$ cat src/rtl/golden_nonce_fifo.sv
// Golden-nonce capture FIFO: stores every nonce whose hash2 matches MATCH_VALUE
// and keeps hit/drop/overflow statistics. Optional GOLDEN_NONCE_FIFO_DEDUP_EN suppresses repeated nonces.
module golden_nonce_fifo #(
   parameter int          DEPTH       = 8,
   parameter int          AW          = 3,
   parameter logic [31:0] MATCH_VALUE = 32'ha41f32e7
) (
   input  logic          clk,
   input  logic          reset,
   input  logic [31:0]   hash2,
   input  logic [31:0]   nonce2,
   input  logic          clear,
   input  logic          rd_en,
   output logic [31:0]   dout,
   output logic          empty,
   output logic          full,
   output logic [AW:0]   count,
   output logic          overflow,
   output logic [7:0]    drop_count,
   output logic [31:0]   hit_count
);

   localparam logic [AW:0] FULL_CNT = (AW+1)'(DEPTH);

   logic [31:0]   mem [DEPTH];
   logic [AW-1:0] wp, rp;
   logic          hit, qual, pop, push_ok, drop;

   assign hit = (hash2 == MATCH_VALUE);

`ifdef GOLDEN_NONCE_FIFO_DEDUP_EN
   // A hash2 match held across cycles would otherwise re-push the same nonce.
   logic [31:0] last_nonce;
   logic        last_vld;

   assign qual = hit && !(last_vld && (nonce2 == last_nonce));

   always_ff @(posedge clk) begin
      if (!reset || clear) begin
         last_vld   <= 1'b0;
         last_nonce <= '0;
      end else if (push_ok) begin
         last_vld   <= 1'b1;
         last_nonce <= nonce2;
      end
   end
`else
   assign qual = hit;
`endif

   assign empty   = (count == '0);
   assign full    = (count == FULL_CNT);
   assign pop     = rd_en && !empty;
   // At full, a same-cycle pop frees the slot the push needs.
   assign push_ok = qual && (!full || pop);
   assign drop    = qual && full && !pop;

   always_ff @(posedge clk) begin
      if (reset && !clear && push_ok) mem[wp] <= nonce2;
   end

   assign dout = mem[rp];

   always_ff @(posedge clk) begin
      if (!reset) begin
         wp         <= '0;
         rp         <= '0;
         count      <= '0;
         overflow   <= 1'b0;
         drop_count <= '0;
         hit_count  <= '0;
      end else if (clear) begin
         wp         <= '0;
         rp         <= '0;
         count      <= '0;
         overflow   <= 1'b0;
         drop_count <= '0;
      end else begin
         if (push_ok) wp <= wp + AW'(1);
         if (pop)     rp <= rp + AW'(1);
         case ({push_ok, pop})
            2'b10:   count <= count + (AW+1)'(1);
            2'b01:   count <= count - (AW+1)'(1);
            default: count <= count;
         endcase
         if (qual) hit_count <= hit_count + 32'd1;
         if (drop) begin
            overflow <= 1'b1;
            if (drop_count != 8'hff) drop_count <= drop_count + 8'd1;
         end
      end
   end

endmodule

$ cat config.mk
export PLATFORM = sky130hd
export DESIGN_NAME = golden_nonce_fifo
export DESIGN_NICKNAME = d
export VERILOG_FILES = /design/src/rtl/golden_nonce_fifo.sv
export SDC_FILE = /design/constraint.sdc
export NUM_CORES = 1
export LEC_CHECK = 0
export ABC_AREA = 1
export CAP_MARGIN = 25
export CORE_MARGIN = 3
export CORE_UTILIZATION = 50
export CTS_BUF_LIST = sky130_fd_sc_hd__clkbuf_4
export CTS_CLUSTER_DIAMETER = 40
export DETAILED_ROUTE_END_ITERATION = 10
export DONT_BUFFER_PORTS = 1
export PLACE_DENSITY = 0.68
export SLEW_MARGIN = 20
export SYNTH_ARGS = -nofsm -noshare
export SYNTH_HDL_FRONTEND = slang
export SYNTH_SLANG_ARGS = --single-unit
$ cat constraint.sdc
create_clock -name clk -period 4.25 [get_ports clk]
set_input_delay 0.85 -clock clk [delete_from_list [all_inputs] [get_ports clk]]
set_output_delay 0.85 -clock clk [all_outputs]
set_load 0.03 [all_outputs]
Word level (Yosys, flattened, before mapping):

Memories as Yosys holds them, arrays and structs flattened. A register that Yosys moved wholly into a read port is not among the register bits.
Index checks and enable logic that the tools add are counted.

* logic and storage cells: 41
* bits of input ports: 68
* RAM bits: 256
* memories: 1
* flip-flop bits (word level): 51
* output and inout port bits: 79

* bitwise gates (word level): 2
* reduce and logical (&&, ||, !) cells: 16
* $add $sub $neg: 6
* mux-type cells: 5
* eq/ne operators: 5

Memory list
* mem: depth 8, width 32, rd ports 1, clocked after memory_dff 1, write ports 1, RTL line 25 `logic [31:0] mem [DEPTH];`

Operators with widths (number)
* 32-bit by 1-bit adder with 32-bit output (second input constant): 1
* 32-bit == test (second input constant): 1
* 8-bit by 1-bit adder with 8-bit output (second input constant): 1
* 8-bit != test (second input constant): 1
* 4-bit one-hot mux with 2 select lines: 1
* 3-bit by 1-bit adder with 3-bit output (second input constant): 2
* 1-bit logical AND: 6
* 3-bit 2-to-1 mux: 2
* 4-bit by 1-bit adder with 4-bit output (second input constant): 1
* 4-bit == test (second input constant): 1
* 1-bit logical NOT: 4
* 4-bit logical NOT: 1
* 2-bit AND reduction: 2
* 4-bit by 1-bit subtractor with 4-bit output (second input constant): 1
* 2-bit by 1-bit == test with 1-bit output (second input constant): 1
* 2-bit == test (second input constant): 1
* 1-bit 2-to-1 mux: 2
* 1-bit inverter: 2
* 2-bit nonzero test: 1
* 2-bit OR reduction: 1
* 1-bit logical OR: 1

Depth between registers and ports, before layout:

Gate-level depths: netlist of the first run.

* word-level depth: 8
* mapped depth: 17
* mapped depth without buffers: 17

Worst setup path before layout of the first run:

Ideal clock, no wire load.

* kind: input to register
* start: input port hash2[27]
* end: memory mem[0][0] (enable)
* data required time: 3.789 ns
* path buffers: 0
* library setup time: 0.461 ns
* stages: 9
* path slack: -0.037 ns
* data arrival time: 3.826 ns
* cells stage by stage: inv_1 > nand2_1 > nor2_1 > nand2_1 > nor2_2 > nand2_4 > nor2_2 > inv_1 > nor3_1

* word-level cells in the longest chain between the ends: 5

Ends and longest elaborated chain
* start, declared: RTL line 10 `input logic [31:0] hash2,`
* 32-bit == test: RTL line 29 `assign hit = (hash2 == MATCH_VALUE);`
* 1-bit logical AND: RTL line 55 `assign push_ok = qual && (!full || pop);`
* 1-bit logical AND: RTL line 59 `if (reset && !clear && push_ok) mem[wp] <= nonce2;`
* 1-bit 2-to-1 mux: RTL line 59
* 1-bit 2-to-1 mux (implied by the code): RTL line 59
* end, declared: RTL line 25

No other way between the ends.

==> results of run 1 <==
==> critical path, cell delays in order (launching register included) <==
cell     delay (ns)
dfxtp_4        0.88
buf_4          0.46
o21ai_0        0.15
o22ai_1        0.21
nor2_1         0.06
a31oi_1        0.64
==> per-layer routing <==
layer,part of all wire [%],up-vias,GRT usage (%)
met3,7.8,47,6.16
met5,0,-,0
met4,1.9,0,7.83
met1,43,4262,25.6
met2,47,341,33.3
li1,-,4435,-
==> kinds of logic (layout without fill, tap and decap cells) <==
group / Yosys count / in the layout / share of synthesized area (%)
adders and majority gates: 7 / 7 / 0.727
DFF: 310 / 310 / 67.0
buffers and inverters: 115 / 207 / 3.86
xor gates and xnor gates: 17 / 17 / 1.14
and+or+nand+nor: 537 / 537 / 16.9
other: 0 / 1 / 0
AOI/OAI and AO/OA: 252 / 252 / 10.4
==> how the worst max path moves through the flow <==
| stage | start | end | slack, ns | cells after the start |
|---|---|---|---|---|
| global placement | flop | dout[26] | 1.05 | 5 |
| CTS | flop | dout[26] | 0.27 | 5 |
| detailed placement | flop | dout[26] | 0.99 | 5 |
| global route | flop | dout[26] | 0.13 | 5 |
| floorplan | hash2[27] | mem[0][0] | -0.04 | 9 |
| finish | flop | dout[26] | 0.34 | 5 |
==> cell type report <==
type	count	area [sq um]	area share, %
diodes	1	2.50	0.0174
clock buffers	113	848	5.89
flip-flops and latches	310	8770	60.9
repair buffers	20	163	1.13
inverters	57	220	1.53
clock inverters	17	113	0.782
well taps	330	413	2.87
multi-input cells	813	3860	26.8
==> through the flow <==
| stage | utilization (%) | power (mW) | setup TNS [ns] | area (sq um) |
|---|---|---|---|---|
| 2_1_floorplan | - | 3.37 | -2.39 | 13100 |
| 3_3_place_gp | 52.7 | 3.37 | 0 | 13400 |
| 3_5_place_dp | 52.7 | 3.37 | 0 | 13400 |
| 4_1_cts | 56.5 | 5.81 | 0 | 14400 |
| 5_1_grt | 56.5 | 5.98 | 0 | 14400 |
| 6_report | 56.5 | 5.73 | 0 | 14400 |
==> power by group <==
group	switching [mW]	internal, mW	total, mW
clock network	1.14	1.28	2.42
logic	0.0138	0.00686	0.0207
registers	0.000000000214	3.28	3.28
total	1.16	4.57	5.73
==> Yosys cell counts, drive strengths merged, types with 2 or more instances <==
cell type / n / share of area, %
nand4: 6 / 0.29
nand3b: 5 / 0.29
clkinv: 2 / 0.096
ha: 6 / 0.57
and3: 2 / 0.096
nor3: 17 / 0.80
inv: 55 / 1.6
clkbuf: 31 / 0.89
o22ai: 32 / 1.5
a21oi: 41 / 1.6
dfxtp: 54 / 8.3
edfxtp: 256 / 59
nor2: 311 / 9.2
nand2: 170 / 5.0
xor2: 13 / 0.87
buf: 27 / 1.3
a31oi: 36 / 1.7
nand3: 24 / 0.99
o21ai: 141 / 5.4
xnor2: 4 / 0.27
==> state kept, by name (all words and copies together) (netlist names), named ones only <==
signal and count:
count 4, drop_count 8, hit_count 32, mem 256, overflow 1, rp 3, wp 3
==> flow_metrics.py, run 1 <==
metrics = {
    "status": {
        "status": "finished clean",
    },
    "worst_hold_path": {
        "holdPathEnd": "mem[7][30]",
        "hp-class": "primary input to flop",
        "hold_depth": 0,
        "min_from": "nonce2[30]",
    },
    "floorplanning": {
        "dieHeight_microns": 168,
        "dieArea_sq_um": 28100,
        "rows": 58,
        "initial_core_util_pct": 51.4,
        "fp.coreArea_sq_um": 25500,
        "io_pins": 147,
        "fp.dieW_microns": 168,
    },
    "finish": {
        "fillers": 2131,
        "layout-drive-gt1-share_pct": 13.5,
        "final_common_cell": "nor2_1",
        "nets": 1357,
        "final_cells": 1661,
        "area_growth_pct": 10.0,
        "layout_common_cells": "nor2_1, edfxtp_1, nand2_1",
    },
    "clock_network": {
        "ctsResizeCount": 0,
        "post_cts_buffers": 0,
        "root_buffer": "clkbuf_4",
        "htreeDepth": 3,
        "clk_latency_ns": 0.68,
        "holdBufCountCts": 0,
        "clockBufferDepth": 3,
        "cts.reportedPaths.clkPinSlew_ns": 0.06,
        "cts_tree": "built",
        "cts_buffers": 80,
        "numClockSinks": 310,
    },
    "setup_path": {
        "start_kind": "flop",
        "critPathKind": "flop to primary output",
        "r2r-end": "mem[5][31]",
        "rr_worst_depth": 7,
        "cp.required_ns": 3.40,
        "r2r_start": "count[1]",
        "reg2reg_slack_ns": 1.72,
        "worstPathArrival_ns": 3.06,
        "cp-end-kind": "primary output",
        "path_max_fanout": 76,
    },
    "yosys": {
        "synth.avg_cell_area_sq_um": 10.6,
        "synth_ff_type": "edfxtp_1",
        "yosysUniqueCellTypes": 40,
        "synth_cells": 1238,
        "ys_seq_area_share_pct": 67.0,
        "ys_warn_count": 0,
        "syn-num-nets": 1313,
        "synth_edf_count": 256,
        "async_flop_share_pct": 0,
        "ys_ff_latch": 310,
        "syn-cell-area_sq_um": 13100,
    },
    "drt": {
        "ant_nets": 0,
        "drt-initial-drc-count": 571,
        "via_per_inst": 5.47,
        "num_vias": 9085,
        "drc_errors": 0,
        "firstDrtPassIters": 6,
        "wl_per_cell_microns": 17.5,
        "wl_mm": 29.1,
    },
    "timing": {
        "grt_setup_unrepaired": "no",
        "clock_skew_ns": 0.0362,
        "relSlewSlack_pct": 36.7,
        "holdWs_ns": 0.260,
        "max_freq_ghz": 0.256,
        "tightest_slew_ns": 0.945,
        "fin_ws_ns": 0.340,
        "setup_viol": 0,
        "hold_viol": 0,
        "period_needed_ns": 3.91,
        "maxSlewViolCount": 0,
        "period_share_pct": 92.0,
    },
    "power_and_ir_drop": {
        "power.density_nw_per_um2": 398,
        "irDropWorstVdd_uv": 169,
        "p_leak_nw": 4.89,
    },
    "global_route": {
        "grt_pass1_wl_mm": 46.1,
        "grt_util_all_layers_pct": 20.4,
        "grt_pass1_vias": 8951,
        "grt_max_degree": 85,
        "grt.overflow.total": 0,
        "antenna_found_initial": 1,
    },
    "placement": {
        "io_buffers": 0,
        "placed_cells": 1530,
        "pre_cts_ws_ns": 0.993,
        "gp_congestion": 0.904,
        "post-dp-hpwl_mm": 16.6,
    },
    "run": {
        "maxCapViolations": 0,
    },
}
No activity file was read; power rests on OpenSTA's default activity.
==> run 2: changes to the inputs <==
CORE_UTILIZATION = 30   (was 50)
CTS_BUF_LIST = sky130_fd_sc_hd__clkbuf_8   (was sky130_fd_sc_hd__clkbuf_4)
PLACE_DENSITY = not set   (was 0.68)
==> run 2 against run 1 <==
  * Worst setup slack better by 0.23 ns
  * Register-to-register slack barely moved
  * Non-clock buffer count increased by 12
  * Die area increased by 64%
  * Critical path type unchanged
==> flow_metrics.py, run 2 (same netlist as run 1, synthesis figures left out) <==
metrics = {
    "status": {
        "status": "finished clean",
    },
    "power_and_ir_drop": {
        "power_frac_clock_pct": 47.4,
        "switching_share_pct": 20.3,
        "irDropWorstVdd_uv": 238,
        "pwr-share-seq_pct": 52.2,
        "power.density_nw_per_um2": 417,
        "p_sw_mw": 1.27,
        "p_leak_nw": 5.07,
        "p_int_mw": 5.01,
        "power_mw": 6.29,
        "pwr-share-comb_pct": 0.3,
    },
    "setup_path": {
        "worstPathArrival_ns": 2.83,
        "critPathKind": "flop to primary output",
        "path_max_fanout": 31,
        "reg2reg_slack_ns": 1.72,
        "cp-end-kind": "primary output",
        "cp.required_ns": 3.40,
        "start_kind": "flop",
        "r2r_start": "count[3]",
        "rr_worst_depth": 15,
        "r2r-end": "count[3]",
    },
    "timing": {
        "tightest_slew_ns": 0.852,
        "period_share_pct": 86.5,
        "relSlewSlack_pct": 42.9,
        "grt_setup_unrepaired": "no",
        "max_freq_ghz": 0.272,
        "maxSlewViolCount": 0,
        "hold_viol": 0,
        "clock_skew_ns": 0.0352,
        "tns_ns": 0,
        "period_needed_ns": 3.68,
        "setup_viol": 0,
    },
    "floorplanning": {
        "fp.dieW_microns": 215,
        "io_pins": 147,
        "initial_core_util_pct": 30.8,
        "rows": 75,
        "fp.coreArea_sq_um": 42500,
        "dieHeight_microns": 215,
        "dieArea_sq_um": 46200,
    },
    "clock_network": {
        "ctsResizeCount": 0,
        "cts_tree": "built",
        "root_buffer": "clkbuf_8",
        "clockBufferDepth": 3,
        "post_cts_buffers": 0,
        "holdBufCountCts": 0,
        "clk_latency_ns": 0.62,
        "numClockSinks": 310,
        "htreeDepth": 2,
        "cts_buffers": 58,
        "cts.reportedPaths.clkPinSlew_ns": 0.06,
    },
    "drt": {
        "via_per_inst": 4.73,
        "wl_per_cell_microns": 16.7,
        "ant_nets": 0,
        "drc_errors": 0,
        "firstDrtPassIters": 5,
        "drt-initial-drc-count": 608,
        "num_vias": 8982,
        "wl_mm": 31.8,
    },
    "finish": {
        "final_area_sq_um": 15100,
        "final_common_cell": "nor2_1",
        "nets": 1347,
        "antennaDiodeCount": 0,
        "largest_register": "mem",
        "area_growth_pct": 15.2,
        "largestRegisters": "mem: 256 flops, hit_count: 32 flops, drop_count: 8 flops",
        "layout-drive-gt1-share_pct": 11.3,
        "layout_common_cells": "nor2_1, edfxtp_1, nand2_1",
        "final_cells": 1897,
        "largest_reg_flops": 256,
    },
    "placement": {
        "placed_cells": 1789,
        "io_buffers": 0,
        "placedInstanceArea_sq_um": 13800,
        "post-dp-hpwl_mm": 19.0,
        "gp_congestion": 0.889,
    },
    "run": {
        "maxCapViolations": 0,
    },
    "worst_hold_path": {
        "hold_depth": 0,
        "min_from": "nonce2[31]",
        "hp-class": "primary input to flop",
        "holdPathEnd": "mem[6][31]",
    },
    "global_route": {
        "grt.overflow.total": 0,
        "grt_util_all_layers_pct": 13.5,
        "antenna_found_initial": 0,
        "grt_pass1_vias": 9186,
        "grt_max_degree": 129,
        "grt_pass1_wl_mm": 50.1,
    },
}
## run 2: power by group through the flow
stage / registers, mW / clock network (mW) / logic (mW)
after detailed placement: 3.35 / 0 / 0.0213
final: 3.29 / 2.98 / 0.0209
after global placement: 3.35 / 0 / 0.0210
after global routing: 3.28 / 3.22 / 0.0248
after CTS: 3.28 / 3.08 / 0.0213
after floorplan: 3.35 / 0 / 0.0175
## run 2: stage by stage
| stage | setup slack, ns | hold slack (ns) | util (%) |
|---|---|---|---|
| 2_1_floorplan | -0.0373 | 0.433 | - |
| 3_5_place_dp | 1.17 | 0.466 | 32.6 |
| 5_1_grt | 0.348 | 0.262 | 35.5 |
| 3_3_place_gp | 1.17 | 0.465 | 32.6 |
| 4_1_cts | 0.496 | 0.255 | 35.5 |
| 6_report | 0.573 | 0.320 | 35.5 |
## run 2: metal layers
metal	GRT usage, %	vias to the layer above	share of wire, %
li1	-	4380	-
met1	16.2	4320	42
met2	22.6	225	47
met3	4.79	57	7.9
met4	4.44	0	2.2
met5	0	-	0
## run 2: critical path, cell delays in order, from the launching register on
cell,delay [ns]
dfxtp_2,0.47
inv_2,0.48
buf_4,0.33
o21ai_0,0.14
o22ai_1,0.17
nor2_1,0.06
a31oi_1,0.57
## run 2: layout make-up
cell class / instances / area [sq um]
Inverter: 57 / 220
Sequential cell: 310 / 8770
Fill cell: 4237 / 27400
Timing Repair Buffer: 32 / 265
Tap cell: 577 / 722
Clock buffer: 62 / 853
Multi-Input combinational cell: 813 / 3860
Clock inverter: 46 / 374
## run 2: how the worst max path moves through the flow
stage	startpoint	depth (start not counted)	end	slack [ns]
after floorplan	hash2[27]	9	mem[0][0]	-0.04
after global placement	flop	6	dout[10]	1.17
after detailed placement	flop	6	dout[10]	1.17
after CTS	flop	6	dout[9]	0.50
after global routing	flop	6	dout[7]	0.35
final	flop	6	dout[9]	0.57
==> run 3: changes to the inputs <==
SKIP_CTS_REPAIR_TIMING = 1   (was not set)
==> results of run 3 <==
Same layout as run 2: the final DEF is identical, and so are final timing and power.
